## src/rtl/ledpanel_pkg.sv

```systemverilog
// Shared ledpanel definitions: panel geometry, idle enable code, RGB565 layout,
// row-writer FSM states and the ctrl_addr packing used by writer and panels.
package ledpanel_pkg;

  localparam int         PANEL_WIDTH  = 64;
  localparam int         PANEL_HEIGHT = 32;
  localparam logic [7:0] CTRL_IDLE_EN = 8'hFF;

  localparam int RGB_BLUE_W  = 5;
  localparam int RGB_GREEN_W = 6;
  localparam int RGB_RED_W   = 5;

  // blue occupies [15:11], green [10:5], red [4:0]
  typedef struct packed {
    logic [RGB_BLUE_W-1:0]  blue;
    logic [RGB_GREEN_W-1:0] green;
    logic [RGB_RED_W-1:0]   red;
  } rgb565_t;

  typedef enum logic [2:0] {
    HDR_PANEL,
    HDR_ROW,
    PIX_LO,
    PIX_HI,
    DROP
  } row_wr_state_t;

  function automatic logic [15:0] pack_ctrl_addr(input logic [15:0] row,
                                                 input logic [15:0] col,
                                                 input int          col_bits);
    return (row << col_bits) | col;
  endfunction

endpackage

```

## src/rtl/ledpanel_row_writer.sv

```systemverilog
// Row-packet parser driving the shared ledpanel write bus (ctrl_en/ctrl_addr/ctrl_wdat).
// Latency: one cycle from pixel high-byte acceptance to the write on the bus.
// Backpressure: none, in_ready held high after reset. LEDPANEL_ROW_WRITER_STATS_EN adds row counters.
module ledpanel_row_writer
  import ledpanel_pkg::*;
#(
  parameter int         WIDTH   = PANEL_WIDTH,
  parameter int         HEIGHT  = PANEL_HEIGHT,
  parameter logic [7:0] IDLE_EN = CTRL_IDLE_EN
) (
  input  logic        display_clock,
  input  logic        reset,
  input  logic [7:0]  in_data,
  input  logic        in_valid,
  input  logic        in_last,
  output logic        in_ready,
  output logic [7:0]  ctrl_en,
  output logic [15:0] ctrl_addr,
  output logic [15:0] ctrl_wdat,
  output logic        frame_done,
  output logic        pkt_err
`ifdef LEDPANEL_ROW_WRITER_STATS_EN
  ,
  output logic [15:0] rows_ok,
  output logic [15:0] rows_err
`endif
);

  localparam int COL_W = $clog2(WIDTH);
  localparam int ROW_W = $clog2(HEIGHT);

  row_wr_state_t    state_q, state_d;
  logic [7:0]       panel_q;
  logic [ROW_W-1:0] row_q;
  logic [COL_W-1:0] col_q;
  logic [7:0]       lo_q;

  logic    accept, col_last, hdr_bad;
  logic    wr_go, err_go, frame_go, row_done;
  rgb565_t px;

  assign accept   = in_valid && in_ready;
  assign col_last = (col_q == COL_W'(WIDTH - 1));
  assign hdr_bad  = (panel_q == IDLE_EN) || ({1'b0, in_data} >= 9'(HEIGHT));
  assign px       = {in_data, lo_q};

  always_ff @(posedge display_clock or posedge reset) begin
    if (reset) state_q <= HDR_PANEL;
    else       state_q <= state_d;
  end

  always_comb begin
    state_d = state_q;
    if (accept) begin
      case (state_q)
        HDR_PANEL: if (!in_last) state_d = HDR_ROW;
        HDR_ROW: begin
          if (in_last)      state_d = HDR_PANEL;
          else if (hdr_bad) state_d = DROP;
          else              state_d = PIX_LO;
        end
        PIX_LO:  state_d = in_last ? HDR_PANEL : PIX_HI;
        PIX_HI: begin
          if (in_last)       state_d = HDR_PANEL;
          else if (col_last) state_d = DROP;
          else               state_d = PIX_LO;
        end
        DROP:    if (in_last) state_d = HDR_PANEL;
        default: state_d = HDR_PANEL;
      endcase
    end
  end

  always_comb begin
    wr_go    = 1'b0;
    err_go   = 1'b0;
    row_done = 1'b0;
    frame_go = 1'b0;
    if (accept) begin
      case (state_q)
        HDR_PANEL: err_go = in_last;
        HDR_ROW:   err_go = in_last || hdr_bad;
        PIX_LO:    err_go = in_last;
        PIX_HI: begin
          wr_go    = 1'b1;
          row_done = col_last;
          frame_go = col_last && (row_q == ROW_W'(HEIGHT - 1));
          err_go   = !col_last && in_last;
        end
        default: ;
      endcase
    end
  end

  always_ff @(posedge display_clock or posedge reset) begin
    if (reset) begin
      panel_q <= '0;
      row_q   <= '0;
      col_q   <= '0;
      lo_q    <= '0;
    end else if (accept) begin
      if (state_q == HDR_PANEL) panel_q <= in_data;
      if (state_q == HDR_ROW) begin
        row_q <= in_data[ROW_W-1:0];
        col_q <= '0;
      end
      if (state_q == PIX_LO) lo_q <= in_data;
      if (wr_go) col_q <= col_q + 1'b1;
    end
  end

  // Address/data hold their last values between writes; only ctrl_en idles.
  always_ff @(posedge display_clock or posedge reset) begin
    if (reset) begin
      in_ready   <= 1'b0;
      ctrl_en    <= IDLE_EN;
      ctrl_addr  <= '0;
      ctrl_wdat  <= '0;
      frame_done <= 1'b0;
      pkt_err    <= 1'b0;
    end else begin
      in_ready   <= 1'b1;
      frame_done <= frame_go;
      pkt_err    <= err_go;
      if (wr_go) begin
        ctrl_en   <= panel_q;
        ctrl_addr <= pack_ctrl_addr(16'(row_q), 16'(col_q), COL_W);
        ctrl_wdat <= px;
      end else begin
        ctrl_en   <= IDLE_EN;
      end
    end
  end

`ifdef LEDPANEL_ROW_WRITER_STATS_EN
  always_ff @(posedge display_clock or posedge reset) begin
    if (reset) begin
      rows_ok  <= '0;
      rows_err <= '0;
    end else begin
      if (row_done) rows_ok  <= rows_ok + 16'd1;
      if (err_go)   rows_err <= rows_err + 16'd1;
    end
  end
`endif

endmodule

```

## config.mk

```make
export PLATFORM = sky130hd
export DESIGN_NAME = ledpanel_row_writer
export DESIGN_NICKNAME = d
export VERILOG_FILES = /design/src/rtl/ledpanel_pkg.sv /design/src/rtl/ledpanel_row_writer.sv
export SDC_FILE = /design/constraint.sdc
export NUM_CORES = 1
export LEC_CHECK = 0
export ABC_AREA = 1
export BUFFER_PORTS_ARGS = -buffer_cell sky130_fd_sc_hd__buf_2
export CAP_MARGIN = 20
export CORE_MARGIN = 2
export CORE_UTILIZATION = 52
export DETAILED_ROUTE_END_ITERATION = 8
export PLACE_DENSITY = 0.86
export SLEW_MARGIN = 20
export SYNTH_ARGS = -nofsm -noshare
export SYNTH_HDL_FRONTEND = slang
export SYNTH_SLANG_ARGS = --single-unit
```

## constraint.sdc

```tcl
create_clock -name display_clock -period 5.6 [get_ports display_clock]
set_clock_uncertainty 0.15 [all_clocks]
set_input_delay 0.84 -clock display_clock [delete_from_list [all_inputs] [get_ports display_clock]]
set_output_delay 0.84 -clock display_clock [all_outputs]
set_load 0.02 [all_outputs]
```

* Yosys cells after proc, flatten, opt, wreduce, memory -nomap -nowiden
Cells that the tools add are included.
** Storage, ports and cells
- Register bits :: 73
- Input port bits :: 12
- Output and inout port bits :: 43
- Logic and storage cells :: 54
** Operators by class
- Add/sub/neg operators :: 1
- $lt $le $gt $ge :: 1
- Eq/ne operators :: 9
- Muxes and demuxes :: 17
- Bitwise logic cells :: 1
- Reduce and logical (&&, ||, !) cells :: 14
** Operator list (number)
- $mux W3 :: 6
- $pmux W3 S5 :: 1
- $mux W6 :: 2
- $or A11 B6 Y11 :: 1
- $eq A8 B8 Y1 const B :: 1
- $ge A8 B6 Y1 const B :: 1
- $mux W8 :: 1
- $reduce_and A2 Y1 :: 4
- $add A6 B1 Y6 const B :: 1
- $eq A3 B2 Y1 const B :: 2
- $eq A6 B6 Y1 const B :: 1
- $eq A5 B5 Y1 const B :: 1
- $mux W1 :: 5
- $ne A2 B2 Y1 const B :: 2
- $eq A3 B1 Y1 const B :: 1
- $eq A3 B3 Y1 const B :: 1
- $logic_and A1 B1 Y1 :: 3
- $logic_not A3 Y1 :: 1
- $pmux W1 S3 :: 1
- $reduce_and A3 Y1 :: 1
- $logic_or A1 B1 Y1 :: 2
- $mux W2 :: 1
- $reduce_bool A2 Y1 :: 1
- $reduce_or A2 Y1 :: 1
- $logic_not A1 Y1 :: 1

* Longest topological paths before layout
Gate-level depths: netlist (run 1).
- Depth after elaboration :: 5
- Mapped depth :: 8
- Gate-level depth less buffers :: 8

* Worst setup path after synthesis (run 1)
No wires, ideal clock.
- Path kind :: input -> register
- From :: input in_valid
- To :: register lo_q[0]
- Library setup time :: 126 ps
- Data arrival time :: 1502 ps
- Required time :: 5324 ps
- Slack :: 3822 ps
- Stages on the path :: 6
- Buffers on the path :: 1
- Path through :: nand2_1 -> inv_1 -> nand3_1 -> buf_6 -> nand2_1 -> o21ai_0
** On the way
- Cells in the longest elaborated chain, start to end :: 2
** Ends and longest elaborated chain
- start, declared :: line ledpanel_row_writer.sv:14 : input logic in_valid,
- $logic_and A1 B1 Y1 :: line ledpanel_row_writer.sv:42 : assign accept = in_valid && in_ready;
- $reduce_and A2 Y1 (no source line)
- end signal, assigned :: line ledpanel_row_writer.sv:107 : if (state_q == PIX_LO) lo_q <= in_data;
- end, declared :: line ledpanel_row_writer.sv:36 : logic [7:0] lo_q;
No other way between the ends.
A chain may end at the register's enable or synchronous reset.

* Worst setup path in the final report (run 1)
- From :: input in_valid
- To :: register frame_done
** On the way
- Cells in the longest elaborated chain, start to end :: 2
** Ends and longest elaborated chain
- $logic_and A1 B1 Y1 :: line ledpanel_row_writer.sv:42
- $mux W1 :: line ledpanel_row_writer.sv:79 : if (accept) begin
- via frame_go :: line ledpanel_row_writer.sv:39 : logic wr_go, err_go, frame_go, row_done;
- end signal, assigned :: line ledpanel_row_writer.sv:123 : frame_done <= frame_go;
- end, declared :: line ledpanel_row_writer.sv:20 : output logic frame_done,
The timed path passes the listed nets, and every way through them passes these cells.

==> results of run 1 <==
## per-stage QoR
step | area (um2) | cells | total power [uW]
floorplan | 2740 | 298 | 803
global placement | 3000 | 405 | 863
detailed placement | 3000 | 405 | 876
CTS | 3190 | 421 | 1270
global route | 3190 | 421 | 1330
finish | 3190 | 421 | 1260
## cell families after synthesis
logic type	Yosys count	share of synthesized area (%)
AND/OR/NAND/NOR	144	21.9
flip-flops	68	62.8
AO/OA/AOI/OAI	44	8.35
other	2	0.275
adder cells (fa/ha/maj)	1	0.459
XOR/XNOR	1	0.321
buffers and inverters	34	5.96
## worst max-delay path, cell delays in order
cell,delay [ns]
buf_2,0.08
nand2_1,0.10
inv_1,0.13
nand2_2,0.47
inv_2,0.48
nand2_1,0.15
nor3b_2,0.16
## layout by cell type, fill, tap and decap left out
master	synthesis	routed
nand2_1	109	109
dfrtp_1	60	60
buf_2	4	49
o21ai_0	39	39
inv_1	20	19
nor2_1	11	11
clkbuf_8	0	10
or2_1	8	8
dfstp_2	8	8
nand3_1	7	7
conb_1	2	6
clkbuf_1	2	4
nor3_1	2	2
nand2_2	2	2
inv_2	1	2
o31ai_1	2	2
nand4_1	2	2
nor2_2	1	1
a31oi_1	1	1
xor2_1	1	1
o22ai_1	1	1
nor3b_2	1	1
a21oi_1	1	1
nand3b_1	1	1
ha_1	1	1
bufinv_16	0	1
clkinv_2	0	1
buf_4	6	1
## state kept, by name, indices dropped and copies added (netlist names)
signal      count
ctrl_en         8
lo_q            8
panel_q         8
ctrl_wdat      16
state_q         3
frame_done      1
row_q           5
ctrl_addr      11
in_ready        1
pkt_err         1
col_q           6
## report_power, final
group,total [uW],internal (uW),switching (uW),leakage (uW)
Clock,386,218,168,0.0000947
Sequential,661,587,73.2,0.000893
Combinational,208,72.4,136,0.000692
Total,1260,878,377,0.00168
## final timing paths
kind                           endpoint        from  slack, ns  cells past startpoint
setup / recovery             frame_done    in_valid       3.29                      7
hold / removal             ctrl_wdat[6]     lo_q[6]       0.32                      2
setup reg to reg             frame_done  state_q[1]       3.42                      6
hold reg to reg            ctrl_wdat[6]     lo_q[6]       0.32                      2
max in group asynchronous    state_q[1]       reset       4.19                      3
min in group asynchronous  ctrl_addr[2]       reset       0.58                      3
## metal layers
layer / vias to the layer above / track usage, % / wire length [um]
met1: 949 / 25.9 / 2420
met4: 0 / 8.18 / 85
met3: 9 / 7.58 / 338
met2: 69 / 29.0 / 2460
met5: - / 0 / 0
li1: 1020 / - / -
## final cells by class
type                       count  area (um2)
clock buffer                  14         153
multi-input combinational    196         868
sequential                    68        1710
inverter                      21        78.8
fill                         430        1890
timing repair buffer          50         253
clock inverter                 2        35.0
tap                           70        87.6
==> results.sh, run 1 <==
export IMPL_power_density_nw_per_um2=394
export IMPL_clock_latency_ns=0.34
export IMPL_num_io_pins=55
export IMPL_crit_fanout=51
export IMPL_drtAntennaViolNets=0
export IMPL_viasPerCell=4.86
export IMPL_ys_warn_count=0
export IMPL_yosysUniqueCellTypes=26
export IMPL_cts_tree="done"
export IMPL_cts_htree_levels=3
export IMPL_synth_edf_count=0
export IMPL_finalSetupViolations=0
export IMPL_antenna_found_initial=0
export IMPL_final_util_pct=62.8
export IMPL_hold_slack_ns=0.321
export IMPL_yosysMostFrequentCell="nand2_1"
export IMPL_worst_setup_path_end_kind="register"
export IMPL_clk_pin_slew_ns=0.07
export IMPL_wire_per_inst_um=12.6
export IMPL_slew_headroom_pct=46.1
export IMPL_avgSynthCellArea_um2=9.28
export IMPL_dp_hpwl_um=3660
export IMPL_start_kind="input port"
export IMPL_first_pass_iters=6
export IMPL_portBuffers=49
export IMPL_gp_congestion=0.844
export IMPL_syn_inst=294
export IMPL_synth_area_top_cells="dfrtp_1, nand2_1, dfstp_2"
export IMPL_core_area_um2=5070
export IMPL_syn_area_um2=2730
export IMPL_finalSetupTns_ns=0
export IMPL_vias=2047
export IMPL_synth_top_area_cell="dfrtp_1"
export IMPL_required_ns=5.72
export IMPL_clock_root_buffer="clkbuf_8"
export IMPL_p_leak_uw=0.00168
export IMPL_grt_pass1_wl_um=8870
export IMPL_cts_resized=0
export IMPL_drive_above_1_share_pct=21.7
export IMPL_die_x_um=76.4
export IMPL_hold_viol_final=0
export IMPL_peakVddDrop_v=0.000246
export IMPL_hp_class="reg -> reg"
export IMPL_max_freq_mhz=433
export IMPL_num_antenna_cells=0
export IMPL_grt_max_degree=69
export IMPL_yosysSeqAreaShare_pct=62.8
export IMPL_cts_buffers=9
export IMPL_post_cts_buffers=0
export IMPL_cts_sinks=68
export IMPL_max_slew_worst_pin_slew_ns=0.809
export IMPL_ys_seq_elements=68
export IMPL_ys_async_sr_fraction_pct=100
export IMPL_post_route_drc_count=0
export IMPL_finalCritPeriodShare_pct=41.2
export IMPL_critPathKind="in -> reg"
export IMPL_cap_violations=0
export IMPL_arrival_ns=2.43
export IMPL_layout_nets=359
export IMPL_fin_ws_ns=3.29
export IMPL_ys_flop_type="dfrtp_1"
export IMPL_dp_slack_ns=2.98
export IMPL_slew_violations=0
export IMPL_synth_top_area_share_pct=55.0
export IMPL_wl_um=5300
export IMPL_area_delta_synth_final_pct=16.8
export IMPL_die_y_um=76.4
export IMPL_status="complete, no violations"
export IMPL_num_rows=26
export IMPL_cts_hold_buf=0
export IMPL_grtUsageTotal_pct=19.6
export IMPL_rsz0062_at_grt="false"
export IMPL_initialDrtViolationCount=221
export IMPL_synth_common_cells="nand2_1, dfrtp_1, o21ai_0"
export IMPL_grt_pass1_vias=1912
export IMPL_cts_buffer_depth=2
export IMPL_min_period_ns=2.31
export IMPL_start_util_pct=53.7
export IMPL_grt_overflow_total=0
export IMPL_dieArea_um2=5840
Power figures use the tool's default switching activity.
==> run 2: changes to the inputs <==
CORE_UTILIZATION = 49   (was 52)
PLACE_DENSITY = 0.85   (was 0.86)
clock period = 2 ns   (was 5.6 ns; I/O delays follow)
==> results.sh, run 2 (synthesis gave the netlist of run 1 again) <==
export IMPL_top_register="ctrl_wdat"
export IMPL_biggestRegsByFlops="ctrl_wdat: 16 flops, ctrl_addr: 11 flops"
export IMPL_sequentialPowerShare_pct=50.1
export IMPL_antenna_found_initial=0
export IMPL_final_cell_area_um2=3260
export IMPL_largest_reg_flops=16
export IMPL_die_x_um=78.6
export IMPL_fillers=465
export IMPL_initialDrtViolationCount=192
export IMPL_worst_setup_path_end_kind="register"
export IMPL_comb_power_share_pct=16.2
export IMPL_peakVddDrop_v=0.000670
export IMPL_status="complete, no violations"
export IMPL_p_clk_share_pct=33.6
export IMPL_place_area_um2=3030
export IMPL_p_sw_uw=1080
export IMPL_cts_buffer_depth=2
export IMPL_post_route_drc_count=0
export IMPL_core_area_um2=5440
export IMPL_total_power_uw=3670
export IMPL_slew_headroom_pct=61.4
export IMPL_layout_nets=362
export IMPL_seq_area_um2=1710
export IMPL_viasPerCell=4.91
export IMPL_first_pass_iters=4
export IMPL_dieArea_um2=6180
export IMPL_wl_um=5570
export IMPL_layout_commonest_cell="nand2_1"
export IMPL_die_y_um=78.6
export IMPL_num_io_pins=55
export IMPL_finalCritPeriodShare_pct=85.6
export IMPL_layout_common_cells="nand2_1, dfrtp_1, buf_2"
export IMPL_grt_pass1_vias=2012
export IMPL_grt_pass1_wl_um=9250
export IMPL_slew_violations=0
export IMPL_grt_max_degree=69
export IMPL_drive_above_1_share_pct=22.6
export IMPL_drtAntennaViolNets=0
export IMPL_critPathSlowestCell="dfrtp_1"
export IMPL_area_delta_synth_final_pct=19.5
export IMPL_critPathTopFamily="simple AND/OR/NAND/NOR gates"
export IMPL_arrival_ns=1.76
export IMPL_min_period_ns=1.71
export IMPL_crit_chain="nor2_1, nand3_1, nand2_1, o21ai_0"
export IMPL_grt_overflow_total=0
export IMPL_clock_latency_ns=0.34
export IMPL_start_util_pct=50.1
export IMPL_cts_tree="done"
export IMPL_vias=2091
export IMPL_cts_sinks=68
export IMPL_max_freq_mhz=584
export IMPL_portBuffers=49
export IMPL_cts_resized=0
export IMPL_cts_buffers=9
export IMPL_grtUsageTotal_pct=19.7
export IMPL_num_antenna_cells=0
export IMPL_finalSetupViolations=0
export IMPL_crit_buf_inv=0
export IMPL_max_slew_worst_pin_slew_ns=0.577
export IMPL_multi_input_area_um2=868
export IMPL_slowest_delay_ns=0.47
export IMPL_finalSetupTns_ns=0
export IMPL_dp_hpwl_um=3810
export IMPL_rsz0062_at_grt="false"
export IMPL_hp_class="in -> reg"
export IMPL_start_kind="register"
export IMPL_required_ns=2.04
export IMPL_wire_per_inst_um=13.1
export IMPL_clk_pin_slew_ns=0.07
export IMPL_cts_htree_levels=3
export IMPL_num_rows=27
export IMPL_critPathKind="reg -> reg"
export IMPL_p_leak_uw=0.00170
export IMPL_power_density_nw_per_um2=1130
export IMPL_swShare_pct=29.5
export IMPL_clock_root_buffer="clkbuf_8"
export IMPL_crit_fanout=16
export IMPL_post_cts_buffers=0
export IMPL_cap_violations=0
export IMPL_hold_viol_final=0
export IMPL_intPower_uw=2590
export IMPL_gp_congestion=0.846
export IMPL_cts_hold_buf=1
## run 2: final timing paths
path / slack (ns) / to / depth (start not counted) / start
worst max-delay path: 0.29 / lo_q[5] / 4 / state_q[2]
worst min-delay path: 0.11 / state_q[1] / 4 / in_last
worst max register to register: 0.29 / lo_q[5] / 4 / state_q[2]
worst min register to register: 0.33 / ctrl_addr[9] / 2 / ctrl_addr[9]
max in group asynchronous: 0.93 / ctrl_en[3] / 4 / reset
min in group asynchronous: 0.45 / ctrl_addr[1] / 4 / reset
## run 2: layer usage
metal	wire length, um	track usage, %
met5	0	0
met4	91	11.2
met3	282	3.56
met2	2660	30.7
met1	2530	25.9
## run 2: area by class of cell
class                           instances  area share (%)
Sequential cell                        68            52.5
Multi-Input combinational cell        196            26.6
Timing Repair Buffer                   53            8.90
Clock buffer                           12            4.45
Tap cell                               72            2.76
Inverter                               21            2.53
Clock inverter                          4            2.23
## run 2: power by group through the flow
| stage | registers, uW | logic, uW | clock network, uW |
|---|---|---|---|
| after floorplan | 1900 | 354 | 0 |
| after global placement | 1850 | 569 | 0 |
| after detailed placement | 1860 | 599 | 0 |
| after CTS | 1840 | 605 | 1260 |
| after global routing | 1880 | 693 | 1320 |
| final | 1840 | 597 | 1230 |
## run 2: tightest hold or removal path, delay by kind of cell
kind,cells,cell delay [ns]
buf+inv,1,0.10
simple gates,3,0.16
## run 2: stage by stage
step	utilization (%)	worst slack [ns]	instances	hold slack (ns)
6_report	59.9	0.287	426	0.114
5_1_grt	59.9	0.0697	426	0.127
4_1_cts	59.9	0.278	426	0.0986
3_5_place_dp	55.8	0.306	409	0.277
3_3_place_gp	55.8	0.384	409	0.270
2_1_floorplan	-	0.582	298	0.292
==> run 3: changes to the inputs <==
BUFFER_PORTS_ARGS = default   (was -buffer_cell sky130_fd_sc_hd__buf_2)
CORE_UTILIZATION = 52   (was 49)
DONT_BUFFER_PORTS = 1   (was default)
PLACE_DENSITY = 0.8   (was 0.85)
SLEW_MARGIN = default   (was 20)
==> results.sh, run 3 (synthesis gave the netlist of run 1 again) <==
export IMPL_clk_pin_slew_ns=0.07
export IMPL_gp_congestion=0.885
export IMPL_hp_class="in -> reg"
export IMPL_dp_hpwl_um=3680
export IMPL_crit_chain="nor2_1, nand3_1, nand2_1, o21ai_0"
export IMPL_layout_nets=315
export IMPL_hold_viol_final=0
export IMPL_min_from="in_data[5]"
export IMPL_hold_slack_ns=0.00955
export IMPL_grt_max_degree=46
export IMPL_finalSetupViolations=0
export IMPL_viasPerCell=5.06
export IMPL_post_route_drc_count=0
export IMPL_portBuffers=0
export IMPL_worst_setup_path_end_kind="register"
export IMPL_reg2reg_depth=4
export IMPL_initialDrtViolationCount=171
export IMPL_drive_above_1_share_pct=10.7
export IMPL_slowest_delay_ns=0.45
export IMPL_rrSetupSlack_ns=0.29
export IMPL_finalCritPeriodShare_pct=85.3
export IMPL_finalSetupTns_ns=0
export IMPL_cts_buffer_depth=2
export IMPL_seq_area_um2=1710
export IMPL_grtUsageTotal_pct=19.7
export IMPL_vias=1906
export IMPL_wl_um=5240
export IMPL_num_io_pins=55
export IMPL_grt_pass1_vias=1765
export IMPL_start_util_pct=53.7
export IMPL_first_pass_iters=5
export IMPL_grt_pass1_wl_um=8690
export IMPL_slew_headroom_pct=64.2
export IMPL_largest_reg_flops=16
export IMPL_top_register="ctrl_wdat"
export IMPL_cts_sinks=68
export IMPL_critPathKind="reg -> reg"
export IMPL_fillers=454
export IMPL_core_area_um2=5070
export IMPL_die_x_um=76.4
export IMPL_r2r_start="state_q[2]"
export IMPL_rsz0062_at_grt="false"
export IMPL_status="complete, no violations"
export IMPL_max_slew_worst_pin_slew_ns=0.536
export IMPL_dieArea_um2=5840
export IMPL_crit_fanout=16
export IMPL_max_freq_mhz=586
export IMPL_whs_endpoint="ctrl_wdat[13]"
export IMPL_peakVddDrop_v=0.000627
export IMPL_holdPathStages=2
export IMPL_cts_resized=0
export IMPL_num_antenna_cells=0
export IMPL_arrival_ns=1.75
export IMPL_reg2reg_to="lo_q[2]"
export IMPL_cts_buffers=9
export IMPL_area_delta_synth_final_pct=10.6
export IMPL_drtAntennaViolNets=0
export IMPL_die_y_um=76.4
export IMPL_biggestRegsByFlops="ctrl_wdat: 16 flops, ctrl_addr: 11 flops"
export IMPL_power_density_nw_per_um2=1160
export IMPL_layout_commonest_cell="nand2_1"
export IMPL_p_leak_uw=0.00148
export IMPL_multi_input_area_um2=868
export IMPL_critPathSlowestCell="dfrtp_1"
export IMPL_start_kind="register"
export IMPL_cap_violations=0
export IMPL_antenna_found_initial=0
export IMPL_min_period_ns=1.71
export IMPL_cts_htree_levels=3
export IMPL_layout_common_cells="nand2_1, dfrtp_1, o21ai_0"
export IMPL_wire_per_inst_um=13.9
export IMPL_clock_root_buffer="clkbuf_8"
export IMPL_grt_overflow_total=0
export IMPL_cts_tree="done"
export IMPL_num_rows=26
export IMPL_slew_violations=0
export IMPL_clock_latency_ns=0.34
export IMPL_required_ns=2.05
run 3: cell count changes in the layout (fill, tap and decap cells not counted), sizes merged:
cell         delta
buf            -48
bufinv          -1
dlygate4sd3     +1
clkinv          +1
run 3: cell type report:
type | instances | area share, %
clock inverter | 4 | 1.58
tap | 70 | 2.90
timing repair buffer | 6 | 2.07
sequential | 68 | 56.8
clock buffer | 12 | 5.15
inverter | 21 | 2.74
multi-input combinational | 196 | 28.8
run 3: critical path: cells and delay by family, from the launching register on:
kind	cells	cell delay [ns]
AND/OR/NAND/NOR	3	0.84
flip-flops	1	0.45
AO/OA/AOI/OAI	1	0.12
run 3: how the worst max path moves through the flow:
| stage | from | to | cells after the start |
|---|---|---|---|
| floorplan | in_ready | lo_q[0] | 6 |
| global placement | state_q[2] | lo_q[7] | 3 |
| detailed placement | state_q[2] | lo_q[2] | 3 |
| CTS | state_q[2] | lo_q[2] | 4 |
| global route | state_q[2] | lo_q[4] | 3 |
| finish | state_q[2] | lo_q[2] | 4 |
run 3: where the power goes:
part | switching, uW | total, uW | internal (uW)
Combinational | 275 | 435 | 159
Sequential | 288 | 1930 | 1640
Clock | 496 | 1140 | 640
Total | 1060 | 3500 | 2440
run 3: through the flow:
| step | utilization (%) | instances | setup slack [ns] | power, uW | area, um2 |
|---|---|---|---|---|---|
| after CTS | 59.4 | 377 | 0.306 | 3540 | 3020 |
| after detailed placement | 55.0 | 359 | 0.343 | 2390 | 2790 |
| after global routing | 59.4 | 377 | 0.171 | 3710 | 3020 |
| after global placement | 55.0 | 359 | 0.397 | 2350 | 2790 |
| final | 59.4 | 377 | 0.294 | 3500 | 3020 |
| after floorplan | - | 298 | 0.582 | 2250 | 2750 |
run 3: routing by layer:
| metal | track usage (%) | vias to the layer above | part of all wire (%) |
|---|---|---|---|
| li1 | - | 931 | - |
| met1 | 26.0 | 889 | 44 |
| met2 | 28.8 | 76 | 45 |
| met3 | 6.40 | 10 | 9.3 |
| met4 | 11.5 | 0 | 1.6 |
| met5 | 0 | - | 0 |
run 3: repair_timing:
action,CTS,global route
hold buffers,2,0
hold endpoints to repair,17,0
buffers inserted,0,0
